File: src/rtl/axi_lite_mem_slave.sv
// AXI-lite style word memory responder with independent read/write FSMs
// and a side debug port for preload and inspection.
module axi_lite_mem_slave #(
  parameter int          DEPTH        = 16,
  parameter logic [31:0] BASE_ADDR    = 32'h0000_0000,
  parameter int          READ_LATENCY = 0,
  parameter logic [31:0] ERR_DATA     = 32'hDEAD_BEEF
) (
  input  logic        clk,
  input  logic        reset,
  input  logic        ARVALID,
  output logic        ARREADY,
  input  logic [31:0] ARADDR,
  output logic        RVALID,
  input  logic        RREADY,
  output logic [31:0] RDATA,
  input  logic        AWVALID,
  output logic        AWREADY,
  input  logic [31:0] AWADDR,
  input  logic        WVALID,
  output logic        WREADY,
  input  logic [31:0] WDATA,
  output logic        BVALID,
  input  logic        BREADY,
  input  logic        dbg_we,
  input  logic [7:0]  dbg_addr,
  input  logic [31:0] dbg_wdata,
  output logic [31:0] dbg_rdata,
  output logic [7:0]  err_count
);

  localparam int AW = $clog2(DEPTH);
  localparam logic [29:0] DEPTH_W = 30'(DEPTH);

  typedef enum logic [1:0] {
    R_IDLE,
    R_WAIT,
    R_DATA
  } rstate_t;

  typedef enum logic [1:0] {
    W_ADDR,
    W_DATA,
    W_RESP
  } wstate_t;

  logic [31:0] r_mem [DEPTH];

  rstate_t     r_rstate;
  wstate_t     r_wstate;
  logic        r_arready;
  logic        r_rvalid;
  logic [31:0] r_rdata;
  logic [3:0]  r_cnt;
  logic [31:0] r_araddr;
  logic        r_awready;
  logic        r_wready;
  logic        r_bvalid;
  logic [31:0] r_awaddr;
  logic [7:0]  r_err;

  logic [31:0] w_ar_off;
  logic [31:0] w_aw_off;
  logic        w_ar_ok;
  logic        w_aw_ok;
  logic [AW-1:0] w_ar_idx;
  logic [AW-1:0] w_aw_idx;
  logic [AW-1:0] w_dbg_idx;
  logic        w_rd_sample;
  logic        w_w_hs;
  logic        w_rd_rej;
  logic        w_wr_rej;
  logic        w_wr_commit;
  logic [8:0]  w_err_sum;
  logic        w_dbg_unused;

  assign w_ar_off = r_araddr - BASE_ADDR;
  assign w_aw_off = r_awaddr - BASE_ADDR;
  assign w_ar_idx = w_ar_off[AW+1:2];
  assign w_aw_idx = w_aw_off[AW+1:2];

  assign w_ar_ok = (r_araddr[1:0] == 2'b00) &&
                   (r_araddr >= BASE_ADDR) &&
                   (w_ar_off[31:2] < DEPTH_W);
  assign w_aw_ok = (r_awaddr[1:0] == 2'b00) &&
                   (r_awaddr >= BASE_ADDR) &&
                   (w_aw_off[31:2] < DEPTH_W);

  assign w_rd_sample = (r_rstate == R_WAIT) &&
                       (r_cnt == 4'd0);
  assign w_w_hs      = (r_wstate == W_DATA) &&
                       WVALID && r_wready;
  assign w_rd_rej    = w_rd_sample && !w_ar_ok;
  assign w_wr_rej    = w_w_hs && !w_aw_ok;
  assign w_wr_commit = w_w_hs && w_aw_ok && !reset;

  assign w_err_sum = {1'b0, r_err} +
                     {8'd0, w_rd_rej} +
                     {8'd0, w_wr_rej};

  assign w_dbg_idx    = dbg_addr[AW-1:0];
  assign w_dbg_unused = ^dbg_addr;
  assign dbg_rdata    = r_mem[w_dbg_idx];

  assign ARREADY   = r_arready;
  assign RVALID    = r_rvalid;
  assign RDATA     = r_rdata;
  assign AWREADY   = r_awready;
  assign WREADY    = r_wready;
  assign BVALID    = r_bvalid;
  assign err_count = r_err;

  // Debug write is placed last so it wins over a same-word bus write.
  always_ff @(posedge clk) begin
    if (w_wr_commit)
      r_mem[w_aw_idx] <= WDATA;
    if (dbg_we)
      r_mem[w_dbg_idx] <= dbg_wdata;
  end

  always_ff @(posedge clk) begin
    if (reset) begin
      r_rstate  <= R_IDLE;
      r_arready <= 1'b0;
      r_rvalid  <= 1'b0;
      r_rdata   <= 32'd0;
      r_cnt     <= 4'd0;
      r_araddr  <= 32'd0;
    end else begin
      unique case (r_rstate)
        R_IDLE: begin
          if (!r_arready) begin
            r_arready <= 1'b1;
          end else if (ARVALID) begin
            r_araddr  <= ARADDR;
            r_arready <= 1'b0;
            r_cnt     <= 4'(READ_LATENCY);
            r_rstate  <= R_WAIT;
          end
        end
        R_WAIT: begin
          if (r_cnt != 4'd0) begin
            r_cnt <= r_cnt - 4'd1;
          end else begin
            r_rdata  <= w_ar_ok ? r_mem[w_ar_idx]
                                : ERR_DATA;
            r_rvalid <= 1'b1;
            r_rstate <= R_DATA;
          end
        end
        R_DATA: begin
          if (RREADY) begin
            r_rvalid  <= 1'b0;
            r_arready <= 1'b1;
            r_rstate  <= R_IDLE;
          end
        end
        default: r_rstate <= R_IDLE;
      endcase
    end
  end

  always_ff @(posedge clk) begin
    if (reset) begin
      r_wstate  <= W_ADDR;
      r_awready <= 1'b0;
      r_wready  <= 1'b0;
      r_bvalid  <= 1'b0;
      r_awaddr  <= 32'd0;
    end else begin
      unique case (r_wstate)
        W_ADDR: begin
          if (!r_awready) begin
            r_awready <= 1'b1;
          end else if (AWVALID) begin
            r_awaddr  <= AWADDR;
            r_awready <= 1'b0;
            r_wready  <= 1'b1;
            r_wstate  <= W_DATA;
          end
        end
        W_DATA: begin
          if (WVALID) begin
            r_wready <= 1'b0;
            r_bvalid <= 1'b1;
            r_wstate <= W_RESP;
          end
        end
        W_RESP: begin
          if (BREADY) begin
            r_bvalid  <= 1'b0;
            r_awready <= 1'b1;
            r_wstate  <= W_ADDR;
          end
        end
        default: r_wstate <= W_ADDR;
      endcase
    end
  end

  always_ff @(posedge clk) begin
    if (reset)
      r_err <= 8'd0;
    else if (w_err_sum[8])
      r_err <= 8'hFF;
    else
      r_err <= w_err_sum[7:0];
  end

endmodule

File: config.mk
export PLATFORM = sky130hd
export DESIGN_NAME = axi_lite_mem_slave
export DESIGN_NICKNAME = d
export VERILOG_FILES = /design/src/rtl/axi_lite_mem_slave.sv
export SDC_FILE = /design/constraint.sdc
export NUM_CORES = 1
export LEC_CHECK = 0
export BUFFER_PORTS_ARGS = -buffer_cell sky130_fd_sc_hd__buf_2
export CAP_MARGIN = 20
export CORE_MARGIN = 1.5
export CORE_UTILIZATION = 40
export CTS_CLUSTER_DIAMETER = 120
export DETAILED_ROUTE_END_ITERATION = 8
export PLACE_DENSITY = 0.57
export SYNTH_ARGS = -nofsm -noshare
export SYNTH_HDL_FRONTEND = slang
export SYNTH_SLANG_ARGS = --single-unit
File: constraint.sdc
create_clock -name clk -period 3.7 [get_ports clk]
set_input_delay 0.555 -clock clk [delete_from_list [all_inputs] [get_ports clk]]
set_output_delay 0.555 -clock clk [all_outputs]
set_load 0.005 [all_outputs]
=== Word level (Yosys, flattened, before mapping) ===
Memory sizes are Yosys's and may differ from the RTL's. A register that Yosys moved wholly into a read port is not among the register bits.
Cells that the tools add are included.

* Order comparisons: 4
* Bitwise gates (word level): 1
* Equality and inequality tests: 13
* Add/sub/neg operators: 3
* Reduce and logical (&&, ||, !) cells: 37
* Muxes and demuxes: 40

{| class="wikitable"
|+ Operator list
! operator !! count
|-
| $ge 32x1->1 const B || 2
|-
| $lt 30x5->1 const B || 2
|-
| $mux 32 || 1
|-
| $mux 4 || 5
|-
| $mux 1 || 17
|-
| $mux 2 || 8
|-
| $ne 2x2->1 const B || 8
|-
| $reduce_and 4->1 || 4
|-
| $pmux 2 s3 || 2
|-
| $reduce_and 3->1 || 4
|-
| $reduce_bool 2->1 || 6
|-
| $logic_and 1x1->1 || 11
|-
| $pmux 1 s2 || 5
|-
| $add 8x1->9 || 1
|-
| $add 9x1->9 || 1
|-
| $logic_not 2->1 || 4
|-
| $mux 8 || 1
|-
| $pmux 4 s2 || 1
|-
| $reduce_and 2->1 || 3
|-
| $eq 2x1->1 const B || 2
|-
| $eq 2x2->1 const B || 2
|-
| $logic_not 4->1 || 1
|-
| $reduce_bool 4->1 || 1
|-
| $sub 4x1->4 const B || 1
|-
| other kinds (3) || 5
|}

* Memories kept: 1
* Register bits after elaboration: 117
* Memory bits (writable): 512
* Bits of input ports: 144
* Output and inout bits: 77

{| class="wikitable"
|+ Memory list
! memory !! words !! bits a word !! read ports !! clocked after Yosys merged registers in !! write ports !! RTL line !! source
|-
| r_mem || 16 || 32 || 2 || 1 || 2 || 47 || <nowiki>logic [31:0] r_mem [DEPTH];</nowiki>
|}

=== Longest topological paths before layout ===
Gate-level depths: netlist of the first run.

* Depth in word-level cells: 8
* Depth in mapped cells: 12
* Gate-level depth less buffers: 10

=== Worst setup path before layout of the first run ===
OpenSTA, ideal clock, no wires.

* Kind: in2reg
* From: in WVALID
* To: mem r_mem[0][0] (enable)
* Buffers on the path: 0
* Setup time: 0.466 ns
* Data arrival time: 3.565 ns
* Data required time: 3.234 ns
* Cell stages on the path: 3
* Setup slack: -0.330 ns
* Path through: nand4b_1 -> or4_1 -> o21ai_0

{| class="wikitable"
|+ RTL lines
! what !! RTL line !! source
|-
| start, declared || 20 || <nowiki>input logic WVALID,</nowiki>
|-
| end, declared || 47 ||
|}

=== Worst setup path after layout of the first run ===
* From: in dbg_addr[1]
* To: out dbg_rdata[29]

* Longest elaborated chain between the ends: 1

{| class="wikitable"
|+ RTL lines
! what !! RTL line !! source
|-
| start, declared || 26 || <nowiki>input logic [7:0] dbg_addr,</nowiki>
|-
| $mem_v2 16x32 || n/a ||
|-
| end, declared || 28 || <nowiki>output logic [31:0] dbg_rdata,</nowiki>
|}

No other way between the ends.

==> metrics.md, run 1 <==
| Metric | Value |
|---|---|
| CTS sink cnt | 633 |
| Post-route ant nets | 0 |
| P per Cell Area | 440 mW/mm^2 |
| Vias in the first global route | 22300 |
| Crit Path Max Fanout | 56 |
| Worst-skew pair later-pin latency | 630 ps |
| CP delay by family, top | buffers and inverters |
| Clock Tree Buf Depth | 3 |
| Power share of the clock group | 42.8% |
| Number of cell rows | 106 |
| Cell-internal power | 13200 uW |
| Fin crit share | 85.1% |
| CP startpoint | dbg_addr[1] |
| Netlist cell types | 53 |
| VDD IR max | 0.319 mV |
| Pins Over Slew Limit | 0 |
| Critical path buffer and inverter count | 3 |
| Measured slew at the worst slew-check pin | 1150 ps |
| DIE HEIGHT | 295 um |
| CTS tree | yes |
| CTS buffer count | 76 |
| Mapped Area | 0.0340 mm^2 |
| Via density | 6.17 |
| Share of cells above drive strength 1 | 52.9% |
| Slowest cell on crit path | mux4_2 |
| Max Freq | 317 MHz |
| Mean post-synth cell area | 15.6 um^2 |
| Net Sw Frac | 23.7% |
| Initial Util | 40.5% |
| Worst path arrival time | 2600 ps |
| Most frequent cell after synthesis | edfxtp_1 |
| Setup WS post-layout | 550 ps |
| Detailed Routing Iterations Pass 1 | 7 |
| Logic pwr share | 11.0% |
| Rel. slew slack | 23.0% |
| Synth cell count leaders | edfxtp_1 (512), mux2_2 (506), mux4_2 (287) |
| Worst setup SP type | input pin |
| Top_reg_cell synth | edfxtp_1 |
| Hold Buf Count CTS | 0 |
| # IOs | 221 |
| Largest cells by area after synthesis | edfxtp_1 (45%), mux4_2 (19%), mux2_2 (17%) |
| Initial antenna violation count | 12 |
| Area after DPL | 0.0369 mm^2 |
| Post-layout util | 46.9% |
| Die width | 295 um |
| Required time of the critical path | 3140 ps |
| First-pass GRT wire length | 157000 um |
| MaxCap Viol Count | 0 |
| Layout Nets | 2489 |
| Initial DRC Count | 2010 |
| DR DRC count | 0 |
| Full die area | 0.0867 mm^2 |
| Asr flop ratio synth | 0% |
| Reg2Reg Launch Point | r_wstate[0]$_SDFFE_PP0P_ |
| Status | finished, final reports clean |
| P_sw | 4100 uW |
| Synth top area share | 45.2% |
| CP Capture Type | output port |
| Setup violators final | 0 |
| Clock Skews | 25.9 ps |
| Clock transition at path regs | 60 ps |
| Yosys warns | 0 |
| Post-DR wirelength/cell | 31.0 um |
| Area leader, netlist | edfxtp_1 |
| Largest net degree at the start of global routing | 59 |
| Gate Count Post-Synth | 2175 |
| Area growth syn-to-layout | 15.7% |
| Final hold violation count | 0 |
| IO Port Bufs | 216 |
| Max incr delay on CP | 530 ps |
| Sequential power share | 46.2% |
| Setup TNS | 0 ps |
| Final min period | 3150 ps |
| Dpl ws | 573 ps |
| DR vias | 21900 |
| RSZ-0062 raised after global routing | no |
| Mapped Nets | 2322 |
| Post-CTS Setup Inserts | 0 |
| Total gr overflow | 0 |
| H-tree Lvls | 3 |
| Hold_sp | ARADDR[25] |
| Clock root buffer | clkbuf_16 |
| Worst Hold Class | input pin to register |
| Dpl hpwl | 66300 um |
| Post-synthesis register bit count | 633 |
| Worst Setup Path Type | input pin to output port |
| Gp weighted congestion | 0.802 |
| Total track usage | 25.3% |
| Number of synthesized flops with an enable pin | 512 |
| Crit-path most repeated cell | mux4_2 |
| Final non-filler cell area | 0.0393 mm^2 |
| Fillcell total | 7353 |
| Cell Chain, Critical Path | buf_6 -> buf_4 -> mux4_2 -> mux4_2 -> buf_2 |
| Total power | 17300 uW |
| Routed WL | 110000 um |
| Cts repair resizes | 0 |
| Core ar. | 0.0838 mm^2 |
| Register area share after synthesis | 52.4% |
| P_leak | 0.0128 uW |
[final timing paths]
path,to,slack (ps),depth (start not counted)
setup reg to reg,r_mem[5][18]$_DFFE_PP_,680,5
setup / recovery,dbg_rdata[29],550,5
hold / removal,r_araddr[25]$_SDFFE_PP0P_,180,3
hold reg to reg,r_araddr[29]$_SDFFE_PP0P_,450,2
[flip-flops by register name (all words and copies together), names as in the netlist, named ones only]
register   count
r_mem        512
ARREADY        1
err_count      8
AWREADY        1
r_araddr      32
r_wstate       2
r_rstate       2
RVALID         1
RDATA         32
r_awaddr      32
BVALID         1
WREADY         1
r_cnt          4
[stage by stage]
stage / hold slack [ps] / instances
floorplan: 436 / 2175
global placement: 443 / 3398
detailed placement: 447 / 3398
CTS: 147 / 3537
global route: 178 / 3538
finish: 177 / 3540
[cell families (layout without fill, tap and decap cells)]
logic type | count (synthesis) | in the layout | share of synthesized area, %
other cells | 0 | 3 | 0
compound gates | 199 | 199 | 3.81
flops | 633 | 633 | 52.4
simple gates | 290 | 290 | 4.12
mux | 801 | 801 | 36.0
buf+inv | 243 | 471 | 3.38
fa+ha+maj | 3 | 3 | 0.133
xor+xnor | 6 | 6 | 0.155
[final cells by class]
cell class                 count  area (um^2)  area share (%)
inverter                       9         33.8          0.0859
tap                         1134         1420            3.61
multi-input combinational   1299        15300            39.0
antenna                        3         7.51          0.0191
sequential                   633        17800            45.3
timing repair buffer         323         2260            5.74
clock buffer                 112         2220            5.65
clock inverter                27          238           0.604
[metal layers]
metal	global-route usage, %	wire, um	up-vias
met4	8.27	3340	14
met5	0	75	-
met1	34.7	44700	11400
met2	40.6	51600	1091
li1	-	-	9125
met3	4.64	9880	194
[layout by cell type (no fill, tap or decap), types with 48 or more instances in the layout]
cell type	instances
a21oi_1	82
mux2_2	506
buf_4	81
a22oi_1	48
mux4_2	287
clkbuf_16	80
nand2_1	137
buf_2	212
dfxtp_1	119
edfxtp_1	512
[power by group through the flow]
stage	registers [uW]	clock network, uW	logic (uW)
finish	8000	7410	1900
CTS	8000	7560	1900
global route	8020	7840	2020
floorplan	8100	0	1230
detailed placement	8150	0	1900
global placement	8130	0	1860
[worst min-delay path: stages]
cell	delay, ps
buf_2	100
nand2_1	50
a21oi_1	50
Note: power is estimated with default switching activity, not from simulation.
==> run 2, diff against run 1 <==
CTS_BUF_LIST = sky130_fd_sc_hd__clkbuf_8   (was not set)
==> run 2 against run 1 <==
Clock power decreased by 9.2%. Core utilization down 0.12 points. Clock skew grew 13 ps. First-iteration DRC count is 11% lower. Sequential cell count unchanged. Hold slack got worse by 120 ps. Global-route usage barely moved. Fmax decreased by 0.51%. Critical endpoint is now dbg_rdata[25]. Largest cell class unchanged.
==> metrics.md, run 2 (same netlist as run 1, synthesis figures left out) <==
| Metric | Value |
|---|---|
| DIE HEIGHT | 295 um (unchanged) |
| Finished Layout Cells | 3614 (+2.1%) |
| IO Port Bufs | 216 (unchanged) |
| Status | finished, final reports clean |
| Die width | 295 um (unchanged) |
| DR vias | 22000 (+0.75%) |
| Post-DR wirelength/cell | 30.5 um (-1.5%) |
| Rel. slew slack | 23.8% (+0.80 points) |
| Final hold violation count | 0 (unchanged) |
| Full die area | 0.0867 mm^2 (unchanged) |
| Register with the most flip-flops | r_mem |
| Fin crit share | 85.6% (+0.44 points) |
| Crit-path most repeated cell | mux4_2 |
| Cell-internal power | 12500 uW (-5.7%) |
| Max reg flops | 512 (unchanged) |
| Post-route ant nets | 0 (unchanged) |
| DR DRC count | 0 (unchanged) |
| Gp weighted congestion | 0.802 (unchanged) |
| P_leak | 0.0130 uW (+1.2%) |
| P per Cell Area | 424 mW/mm^2 (-3.7%) |
| Number of cell rows | 106 (unchanged) |
| Reg2Reg Launch Point | r_wstate[0]$_SDFFE_PP0P_ |
| RSZ-0062 raised after global routing | no |
| Most common cell after layout, fill and taps aside | edfxtp_1 |
| CTS sink cnt | 633 (unchanged) |
| Net Sw Frac | 25.1% (+1.4 points) |
| Initial Util | 40.5% (unchanged) |
| First-pass GRT wire length | 158000 um (+0.21%) |
| # IOs | 221 (unchanged) |
| Dpl hpwl | 66300 um (unchanged) |
| P_sw | 4170 uW (+1.7%) |
| VDD IR max | 0.348 mV (+9.3%) |
| Share of cells above drive strength 1 | 53.2% (+0.32 points) |
| Area growth syn-to-layout | 15.4% |
| Initial antenna violation count | 13 (+1) |
| Max Freq | 316 MHz (-0.51%) |
| Power share of the clock group | 40.4% (-2.4 points) |
| Critical path buffer and inverter count | 3 (unchanged) |
| CP delay by family, top | buffers and inverters |
| Crit Path Max Fanout | 56 (unchanged) |
| Routed WL | 110000 um (+0.56%) |
| Pins Over Slew Limit | 0 (unchanged) |
| Slowest cell on crit path | mux4_2 |
| Clock root buffer | clkbuf_8 |
| Max incr delay on CP | 530 ps (about the same) |
| CTS tree | yes |
| Layout Nets | 2528 (+1.6%) |
| CP Capture Type | output port |
| Hold_sp | ARADDR[25] |
| R2r endpoint | r_mem[5][15]$_DFFE_PP_ |
| Detailed Routing Iterations Pass 1 | 7 (unchanged) |
| Commonest cells after routing, fill and taps aside | edfxtp_1 (512), mux2_2 (506), mux4_2 (287) |
| Cell Chain, Critical Path | buf_6 -> buf_4 -> mux4_2 -> mux4_2 -> buf_2 |
| Initial DRC Count | 1780 (-11%) |
| R2R Setup Slk | 690 ps (about the same) |
| Sequential power share | 48.1% (+1.9 points) |
| MaxCap Viol Count | 0 (unchanged) |
| Required time of the critical path | 3140 ps (about the same) |
| Final min period | 3170 ps (+16.3 ps) |
| Total track usage | 25.4% (+0.045 points) |
| Worst Hold Class | input pin to register |
| Measured slew at the worst slew-check pin | 1140 ps (-12.0 ps) |
| Setup violators final | 0 (unchanged) |
| CTS buffer count | 111 (+46%) |
| Worst-skew pair later-pin latency | 750 ps (+120 ps) |
| Placed cells | 3398 (unchanged) |
| Clock Tree Buf Depth | 3 (unchanged) |
| Worst reg-to-reg path cell count | 5 (unchanged) |
| Core ar. | 0.0838 mm^2 (unchanged) |
| Setup TNS | 0 ps (unchanged) |
| Worst path arrival time | 2610 ps (about the same) |
| Largest net degree at the start of global routing | 59 (unchanged) |
| Worst Setup Path Type | input pin to output port |
| Clock transition at path regs | 60 ps (about the same) |
| Via density | 6.09 (-1.3%) |
| Total gr overflow | 0 (unchanged) |
| Worst setup SP type | input pin |
| Hold EP | r_araddr[25]$_SDFFE_PP0P_ |
| Logic pwr share | 11.4% (+0.4 points) |
| H-tree Lvls | 3 (unchanged) |
| Worst Hold Depth | 3 (unchanged) |
| Post-CTS Setup Inserts | 0 (unchanged) |
| Clock Skews | 38.7 ps (+12.8 ps) |
| Vias in the first global route | 22500 (+0.91%) |
==> run 2: metrics by stage <==
step,hold slack [ps],setup WS [ps],utilization [%],power [uW],instance area (um^2)
floorplan,436,289,-,9330,34000
global placement,443,570,44.0,10000,36900
detailed placement,447,573,44.0,10000,36900
CTS,5.12,567,46.8,16800,39200
global route,43.1,505,46.8,17200,39200
finish,61.7,533,46.8,16600,39200
==> run 2: layer usage <==
metal  vias up  track usage (%)  wire length [um]
met3       184             4.91              9380
li1       9224                -                 -
met5         -                0                90
met1     11600             34.4             45600
met4        14             8.35              3030
met2      1048             40.9             52100
==> run 2: final cells by class <==
type / instances / area [um^2]
Fill cell: 7382 / 44600
Timing Repair Buffer: 327 / 2300
Multi-Input combinational cell: 1299 / 15300
Antenna cell: 3 / 7.51
Clock buffer: 133 / 1830
Sequential cell: 633 / 17800
Clock inverter: 76 / 492
Tap cell: 1134 / 1420
Inverter: 9 / 33.8
==> run 2: worst reg2reg max path, cell delays in order, from the launching register on <==
cell and delay, ps:
dfxtp_1 500, nand4b_1 160, buf_4 220, or4_1 570, o21bai_4 900, buf_4 340
==> run 2: how the worst max path moves through the flow <==
| stage | from | endpoint | slack, ps | depth (start not counted) |
|---|---|---|---|---|
| after global routing | dbg_addr[0] | dbg_rdata[23] | 500 | 5 |
| after CTS | dbg_addr[0] | dbg_rdata[23] | 570 | 5 |
| after floorplan | WVALID | r_mem[10][0]$_DFFE_PP_ | 290 | 4 |
| final | dbg_addr[1] | dbg_rdata[25] | 530 | 5 |
| after detailed placement | dbg_addr[0] | dbg_rdata[23] | 570 | 5 |
| after global placement | dbg_addr[0] | dbg_rdata[23] | 570 | 5 |
==> run 2: power by group through the flow <==
stage          logic [uW]  registers, uW  clock network, uW
6_report             1900           8000               6730
5_1_grt              2020           8020               7170
4_1_cts              1910           8000               6860
3_5_place_dp         1900           8150                  0
3_3_place_gp         1860           8130                  0
2_1_floorplan        1230           8100                  0
==> run 2: timing repair <==
item / CTS / global route
gates resized for setup: 0 / 0
setup endpoints to repair: 0 / 0
hold endpoints to repair: 4 / 0
hold buffers: 4 / 0
